$ cat config.mk
export PLATFORM = sky130hd
export DESIGN_NAME = uart_rx_engine
export DESIGN_NICKNAME = d
export VERILOG_FILES = /design/src/rtl/uart_rx_pkg.sv /design/src/rtl/rx_bit_timer.sv /design/src/rtl/uart_rx_engine.sv
export SDC_FILE = /design/constraint.sdc
export NUM_CORES = 1
export LEC_CHECK = 0
export BUFFER_PORTS_ARGS = -buffer_cell sky130_fd_sc_hd__buf_2
export CAP_MARGIN = 40
export CELL_PAD_IN_SITES_DETAIL_PLACEMENT = 1
export CELL_PAD_IN_SITES_GLOBAL_PLACEMENT = 1
export CORE_MARGIN = 2
export CORE_UTILIZATION = 42
export DETAILED_ROUTE_END_ITERATION = 8
export PLACE_DENSITY_LB_ADDON = 0.1
export SYNTH_ARGS = -nofsm -noshare
export SYNTH_HDL_FRONTEND = slang
export SYNTH_HIERARCHICAL = 1
export SYNTH_SLANG_ARGS = --single-unit
$ cat constraint.sdc
create_clock -name clk -period 3.2 [get_ports clk]
set_input_delay 0.16 -clock clk [delete_from_list [all_inputs] [get_ports clk]]
set_output_delay 0.16 -clock clk [all_outputs]
set_load 0.005 [all_outputs]
$ cat src/rtl/uart_rx_pkg.sv
// rtl/uart_rx_pkg.sv - shared types and constants for the UART receive engine
// Contents: rx_state_t FSM encoding, supported frame sizes, line idle level,
//           and decode_size() which maps an unsupported size onto 8 bits.
package uart_rx_pkg;

  typedef enum logic [2:0] {
    IDLE,
    START_CHK,
    DATA,
    STOP,
    LOAD
  } rx_state_t;

  localparam logic [3:0] SIZE_5 = 4'd5;
  localparam logic [3:0] SIZE_7 = 4'd7;
  localparam logic [3:0] SIZE_8 = 4'd8;

  localparam logic IDLE_LEVEL = 1'b1;

  function automatic logic [3:0] decode_size(input logic [3:0] ds);
    logic [3:0] n;
    case (ds)
      SIZE_5:  n = SIZE_5;
      SIZE_7:  n = SIZE_7;
      default: n = SIZE_8;
    endcase
    return n;
  endfunction

endpackage

$ cat src/rtl/rx_bit_timer.sv
// rtl/rx_bit_timer.sv - mid-bit sample tick generator for the UART receive engine
// Ports:
//   clk, n_rst        clock, asynchronous active-low reset
//   start             frame start (cycle 0): latch period, load half period
//   active            engine is inside a frame and wants sample ticks
//   period [13:0]     clamped clocks per bit, latched on start
//   half   [13:0]     half bit period, first countdown after start
//   sample_tick       one-cycle pulse on each sample cycle
//   sample_idx [3:0]  index of the sample at the tick: 0 start, 1..N data, N+1 stop
module rx_bit_timer (
  input  logic        clk,
  input  logic        n_rst,
  input  logic        start,
  input  logic        active,
  input  logic [13:0] period,
  input  logic [13:0] half,
  output logic        sample_tick,
  output logic [3:0]  sample_idx
);

  logic [13:0] cnt_q, cnt_d;
  logic [13:0] period_q, period_d;
  logic [3:0]  idx_q, idx_d;

  // Loaded with H-1 on cycle 0 so the tick lands exactly on cycle H,
  // then reloaded with P-1 so later ticks land every P cycles.
  always_comb begin
    cnt_d    = cnt_q;
    period_d = period_q;
    idx_d    = idx_q;
    if (start) begin
      period_d = period;
      cnt_d    = half - 14'd1;
      idx_d    = 4'd0;
    end else if (active) begin
      if (cnt_q == 14'd0) begin
        cnt_d = period_q - 14'd1;
        idx_d = idx_q + 4'd1;
      end else begin
        cnt_d = cnt_q - 14'd1;
      end
    end
  end

  always_ff @(posedge clk or negedge n_rst) begin
    if (!n_rst) begin
      cnt_q    <= '0;
      period_q <= '0;
      idx_q    <= '0;
    end else begin
      cnt_q    <= cnt_d;
      period_q <= period_d;
      idx_q    <= idx_d;
    end
  end

  assign sample_tick = active && (cnt_q == 14'd0);
  assign sample_idx  = idx_q;

endmodule

$ cat src/rtl/uart_rx_engine.sv
// rtl/uart_rx_engine.sv - UART serial receive engine feeding the APB slave
// Optional feature macro: UART_RX_SYNC_EN (two-flop input synchronizer).
// Ports:
//   clk, n_rst          clock, asynchronous active-low reset
//   serial_in           UART line, idles high
//   data_size [3:0]     bits per frame 5/7/8, anything else is 8
//   bit_period [13:0]   clocks per bit, clamped up to MIN_PERIOD
//   data_read           one-cycle pulse when the slave reads rx_data
//   rx_data [7:0]       received byte, MSB-aligned
//   data_ready          unread byte held
//   overrun_error       an unread byte was overwritten
//   framing_error       last frame had a 0 stop bit
module uart_rx_engine
  import uart_rx_pkg::*;
#(
  parameter int MIN_PERIOD = 10
) (
  input  logic        clk,
  input  logic        n_rst,
  input  logic        serial_in,
  input  logic [3:0]  data_size,
  input  logic [13:0] bit_period,
  input  logic        data_read,
  output logic [7:0]  rx_data,
  output logic        data_ready,
  output logic        overrun_error,
  output logic        framing_error
);

  localparam logic [13:0] MIN_P = 14'(MIN_PERIOD);

  logic rx_in;

`ifdef UART_RX_SYNC_EN
  logic sync1_q, sync1_d, sync2_q, sync2_d;
  assign sync1_d = serial_in;
  assign sync2_d = sync1_q;
  always_ff @(posedge clk or negedge n_rst) begin
    if (!n_rst) begin
      sync1_q <= IDLE_LEVEL;
      sync2_q <= IDLE_LEVEL;
    end else begin
      sync1_q <= sync1_d;
      sync2_q <= sync2_d;
    end
  end
  assign rx_in = sync2_q;
`else
  assign rx_in = serial_in;
`endif

  rx_state_t   state_q, state_d;
  logic        rx_prev_q, rx_prev_d;
  logic [3:0]  size_q, size_d;
  logic [7:0]  shift_q, shift_d;
  logic        stop_q, stop_d;
  logic [7:0]  rx_data_q, rx_data_d;
  logic        ready_q, ready_d;
  logic        ovr_q, ovr_d;
  logic        fe_q, fe_d;

  logic        start_det;
  logic        active;
  logic [13:0] period_clamped;
  logic        sample_tick;
  logic [3:0]  sample_idx;

  assign rx_prev_d      = rx_in;
  assign start_det      = (state_q == IDLE) && rx_prev_q && !rx_in;
  assign active         = (state_q == START_CHK) || (state_q == DATA) || (state_q == STOP);
  assign period_clamped = (bit_period < MIN_P) ? MIN_P : bit_period;

  rx_bit_timer u_timer (
    .clk         (clk),
    .n_rst       (n_rst),
    .start       (start_det),
    .active      (active),
    .period      (period_clamped),
    .half        (period_clamped >> 1),
    .sample_tick (sample_tick),
    .sample_idx  (sample_idx)
  );

  always_ff @(posedge clk or negedge n_rst) begin
    if (!n_rst) state_q <= IDLE;
    else        state_q <= state_d;
  end

  always_comb begin
    state_d = state_q;
    case (state_q)
      IDLE:      if (start_det) state_d = START_CHK;
      START_CHK: if (sample_tick) state_d = rx_in ? IDLE : DATA;
      // sample_idx equals the data bit number (1-based) on a DATA tick
      DATA:      if (sample_tick && (sample_idx == size_q)) state_d = STOP;
      STOP:      if (sample_tick) state_d = LOAD;
      LOAD:      state_d = IDLE;
      default:   state_d = IDLE;
    endcase
  end

  always_comb begin
    size_d    = size_q;
    shift_d   = shift_q;
    stop_d    = stop_q;
    rx_data_d = rx_data_q;
    ready_d   = ready_q;
    ovr_d     = ovr_q;
    fe_d      = fe_q;
    if (start_det) begin
      size_d  = decode_size(data_size);
      shift_d = 8'h00;
    end
    // Right shift with the new bit at bit 7 leaves a short frame MSB-aligned.
    if ((state_q == DATA) && sample_tick) shift_d = {rx_in, shift_q[7:1]};
    if ((state_q == STOP) && sample_tick) stop_d = rx_in;
    if (state_q == LOAD) begin
      if (stop_q) begin
        // A read in the load cycle consumes the old byte, so the new one
        // is not an overrun and the stale overrun flag is cleared.
        rx_data_d = shift_q;
        ready_d   = 1'b1;
        fe_d      = 1'b0;
        if (ready_q && !data_read) ovr_d = 1'b1;
        else if (data_read)        ovr_d = 1'b0;
      end else begin
        fe_d = 1'b1;
      end
    end else if (data_read) begin
      ready_d = 1'b0;
      ovr_d   = 1'b0;
    end
  end

  always_ff @(posedge clk or negedge n_rst) begin
    if (!n_rst) begin
      rx_prev_q <= IDLE_LEVEL;
      size_q    <= SIZE_8;
      shift_q   <= 8'h00;
      stop_q    <= 1'b0;
      rx_data_q <= 8'h00;
      ready_q   <= 1'b0;
      ovr_q     <= 1'b0;
      fe_q      <= 1'b0;
    end else begin
      rx_prev_q <= rx_prev_d;
      size_q    <= size_d;
      shift_q   <= shift_d;
      stop_q    <= stop_d;
      rx_data_q <= rx_data_d;
      ready_q   <= ready_d;
      ovr_q     <= ovr_d;
      fe_q      <= fe_d;
    end
  end

  assign rx_data       = rx_data_q;
  assign data_ready    = ready_q;
  assign overrun_error = ovr_q;
  assign framing_error = fe_q;

endmodule
==> results.toml <==
[run_status]
outcome = "finished clean"

[synth]
ys_ff_latch = 59
synth_edf_count = 0
synth_seq_area_share_pct = 45.55
synth_cell_types = 64
synth_warnings = 6
syn_nets = 341
synth_area_um2 = 3247
synth_cells = 317
synth-main-ff-cell = "dfrtp_1"
ys_async_sr_fraction_pct = 100.0
syn_avg_cell_area_um2 = 10.24

[timing]
timing.final.crit_share_pct = 93.25
setup_viol = 0
skew_ns = 0.01219
hold_viol = 0
slew_violations = 0
worst_slew_margin_rel_pct = 38.99
rsz0062_at_grt = "false"
max_freq_mhz = 335.1
fin_crit_ns = 2.984
finalSetupTns_ns = 0
worst_slew_pin_slew_ns = 0.9096

[detailed_routing]
wl_mm = 8.075
via_count = 2537
wl_met3_um = 217
highest_layer = "met4"
viasPerCell = 5.539
ant_nets = 0
wl_met1_mm = 3.772
drtPass1Iterations = 4
drc = 0
drtIter0Drc = 75
wl_met2_mm = 3.943
wl_per_cell_um = 17.63

[global_route]
grt_use_total_pct = 20.88
overflow = 0
grt_pass1_wl_mm = 13.93
grt_antenna_before_repair = 0
grt_pass1_vias = 2738
grt_max_degree = 38

[cts]
cts_root_buffer = "clkbuf_8"
cts_max_level = 3
clk_pin_slew_worst_paths_ns = 0.08
clock_sinks = 59
cts_tree = "yes"
hold_buffers = 2
postCtsSetupBuffers = 0
clock_path_buffers = 2
cts_buffers = 9
cts_resized = 0
clk_latency_ns = 0.34

[final_layout]
fill_cells = 869
area_delta_synth_final_pct = 15.30
most-common-layout-cells = "dfrtp_1 (57), nor2_1 (34), buf_2 (32)"
n_antenna_cell = 0
stdcell_count = 458
drive_gt1_share_pct = 29.21
num-nets-final = 375
final_common_cell = "dfrtp_1"

[placed_design]
port_buffers = 32
gp_congestion = 0.7657
dpl.cell_count = 440
dp_hpwl_mm = 5.996

[setup_path]
worstReg2RegStart = "state_q[1]$_DFFE_PN0P_"
crit_type = "primary input to flip-flop"
r2r_end = "u_timer/cnt_q[13]$_DFFE_PN0P_"
worstPathArrival_ns = 3.21
cp.required_ns = 3.43
end_kind = "flip-flop"
worst-path-max-fanout = 15
startpoint_type = "primary input"
reg2regPathDepth = 9
rrSetupSlack_ns = 0.25

[floorplan]
die_h_um = 91.93
initial_utilization_pct = 42.68
rows = 32
die_x_um = 91.93
fp.coreArea_um2 = 7607
dieArea_um2 = 8450
io_pins = 33

[hold_path]
hp-class = "primary input to flip-flop"
hold_depth = 2
min_to = "data_ready$_DFFE_PN0P_"
worstHoldStart = "data_read"

[pwr]
p_seq_share_pct = 43.7
p_leak_nw = 1.617
p_sw_mw = 0.8712
combinationalPowerShare_pct = 27.5
ir_worst_vdd_mv = 0.2663
p_clk_share_pct = 28.8
intPower_mw = 1.580
sw_frac_of_total_pct = 35.54
powerDensity_nw_per_um2 = 654.8

[run]
maxCapViolCount = 0
## power groups by stage
stage	sequential, mW	combinational (mW)	clock, mW
after floorplan	1.02	0.501	0
after global placement	1.08	0.648	0
after detailed placement	1.08	0.673	0
after CTS	1.07	0.681	0.727
after global routing	1.10	0.758	0.757
final	1.07	0.674	0.706
## worst max-delay path, stage by stage
cell,delay (ns)
dlygate4sd3_1,0.53
buf_2,0.17
and4bb_4,0.50
buf_4,0.24
nor3b_1,0.25
o21bai_1,0.09
a211oi_1,0.72
a211o_1,0.23
o31ai_1,0.06
a221o_1,0.25
## metrics by stage
stage / util, % / hold WS [ns] / total power [mW] / setup slack, ns / cell area (µm²)
6_report: 49.21 / 0.02015 / 2.451 / 0.2161 / 3744
2_1_floorplan: - / -0.1356 / 1.525 / 0.02441 / 3249
3_5_place_dp: 46.32 / 0.1767 / 1.756 / 0.2803 / 3523
4_1_cts: 49.21 / 0.009653 / 2.476 / 0.2198 / 3744
5_1_grt: 49.21 / 0.02268 / 2.618 / 0.02452 / 3744
3_3_place_gp: 46.17 / 0.1796 / 1.727 / 0.2790 / 3512
## state kept, by name, indices dropped and copies added (netlist names)
signal	flops
u_timer/cnt_q	14
u_timer/period_q	14
rx_data	8
shift_q	8
u_timer/sample_idx	4
size_q	3
state_q	3
data_ready	1
framing_error	1
overrun_error	1
rx_prev_q	1
stop_q	1
## layer usage
| metal | vias to the layer above | global-route usage, % |
|---|---|---|
| met4 | 0 | 7.463 |
| met3 | 13 | 2.958 |
| met2 | 45 | 35.11 |
| li1 | 1227 | - |
| met5 | - | 0 |
| met1 | 1252 | 27.57 |
## cells by family (layout without fill, tap and decap cells)
family                     count (synthesis)  count (layout)  share of synthesized area [%]
AOI/OAI and AO/OA                         68              68                          14.07
adders and majority gates                  2               2                         0.7706
other                                      1               1                         0.1155
xor gates and xnor gates                  14              14                          3.777
DFF                                       59              59                          45.55
buffers and inverters                     29              68                          3.931
muxes                                     33              33                          12.06
and+or+nand+nor                          111             111                          19.73
## synthesized netlist by cell type, drive strengths merged, types with 3 or more instances
master,instances,share of area (%)
a211oi,3,0.69
a21boi,3,0.69
a21oi,22,3.4
a22o,8,2.2
and2,3,0.69
buf,7,1.4
clkbuf,16,1.8
dfrtp,57,44
inv,6,0.69
mux2,28,11
mux2i,5,1.5
nand2,19,2.2
nand2b,3,0.81
nand3,3,0.46
nand4,7,1.3
nor2,35,4.1
nor3,4,0.62
nor3b,6,1.5
nor4,9,2.2
o21ai,12,1.8
or2,3,0.58
or3,3,0.58
or4,5,1.4
xnor2,8,2.2
xor2,6,1.6
## cell type report
type | count | area, µm² | area share [%]
Tap cell | 102 | 127.6 | 3.409
Timing Repair Buffer | 46 | 274.0 | 7.320
Inverter | 6 | 22.52 | 0.6016
Multi-Input combinational cell | 229 | 1640 | 43.82
Clock buffer | 9 | 123.9 | 3.309
Sequential cell | 59 | 1479 | 39.51
Clock inverter | 7 | 76.32 | 2.039
## how the worst max path moves through the flow
stage,startpoint,end,depth (start not counted)
floorplan,state_q[0]$_DFFE_PN0P_,u_timer/cnt_q[6]$_DFFE_PN0P_,15
global placement,state_q[1]$_DFFE_PN0P_,u_timer/cnt_q[13]$_DFFE_PN0P_,8
detailed placement,state_q[1]$_DFFE_PN0P_,u_timer/cnt_q[13]$_DFFE_PN0P_,9
CTS,serial_in,u_timer/cnt_q[9]$_DFFE_PN0P_,10
global route,serial_in,u_timer/cnt_q[12]$_DFFE_PN0P_,12
finish,serial_in,u_timer/cnt_q[13]$_DFFE_PN0P_,10
No activity file was read; power rests on OpenSTA's default activity.
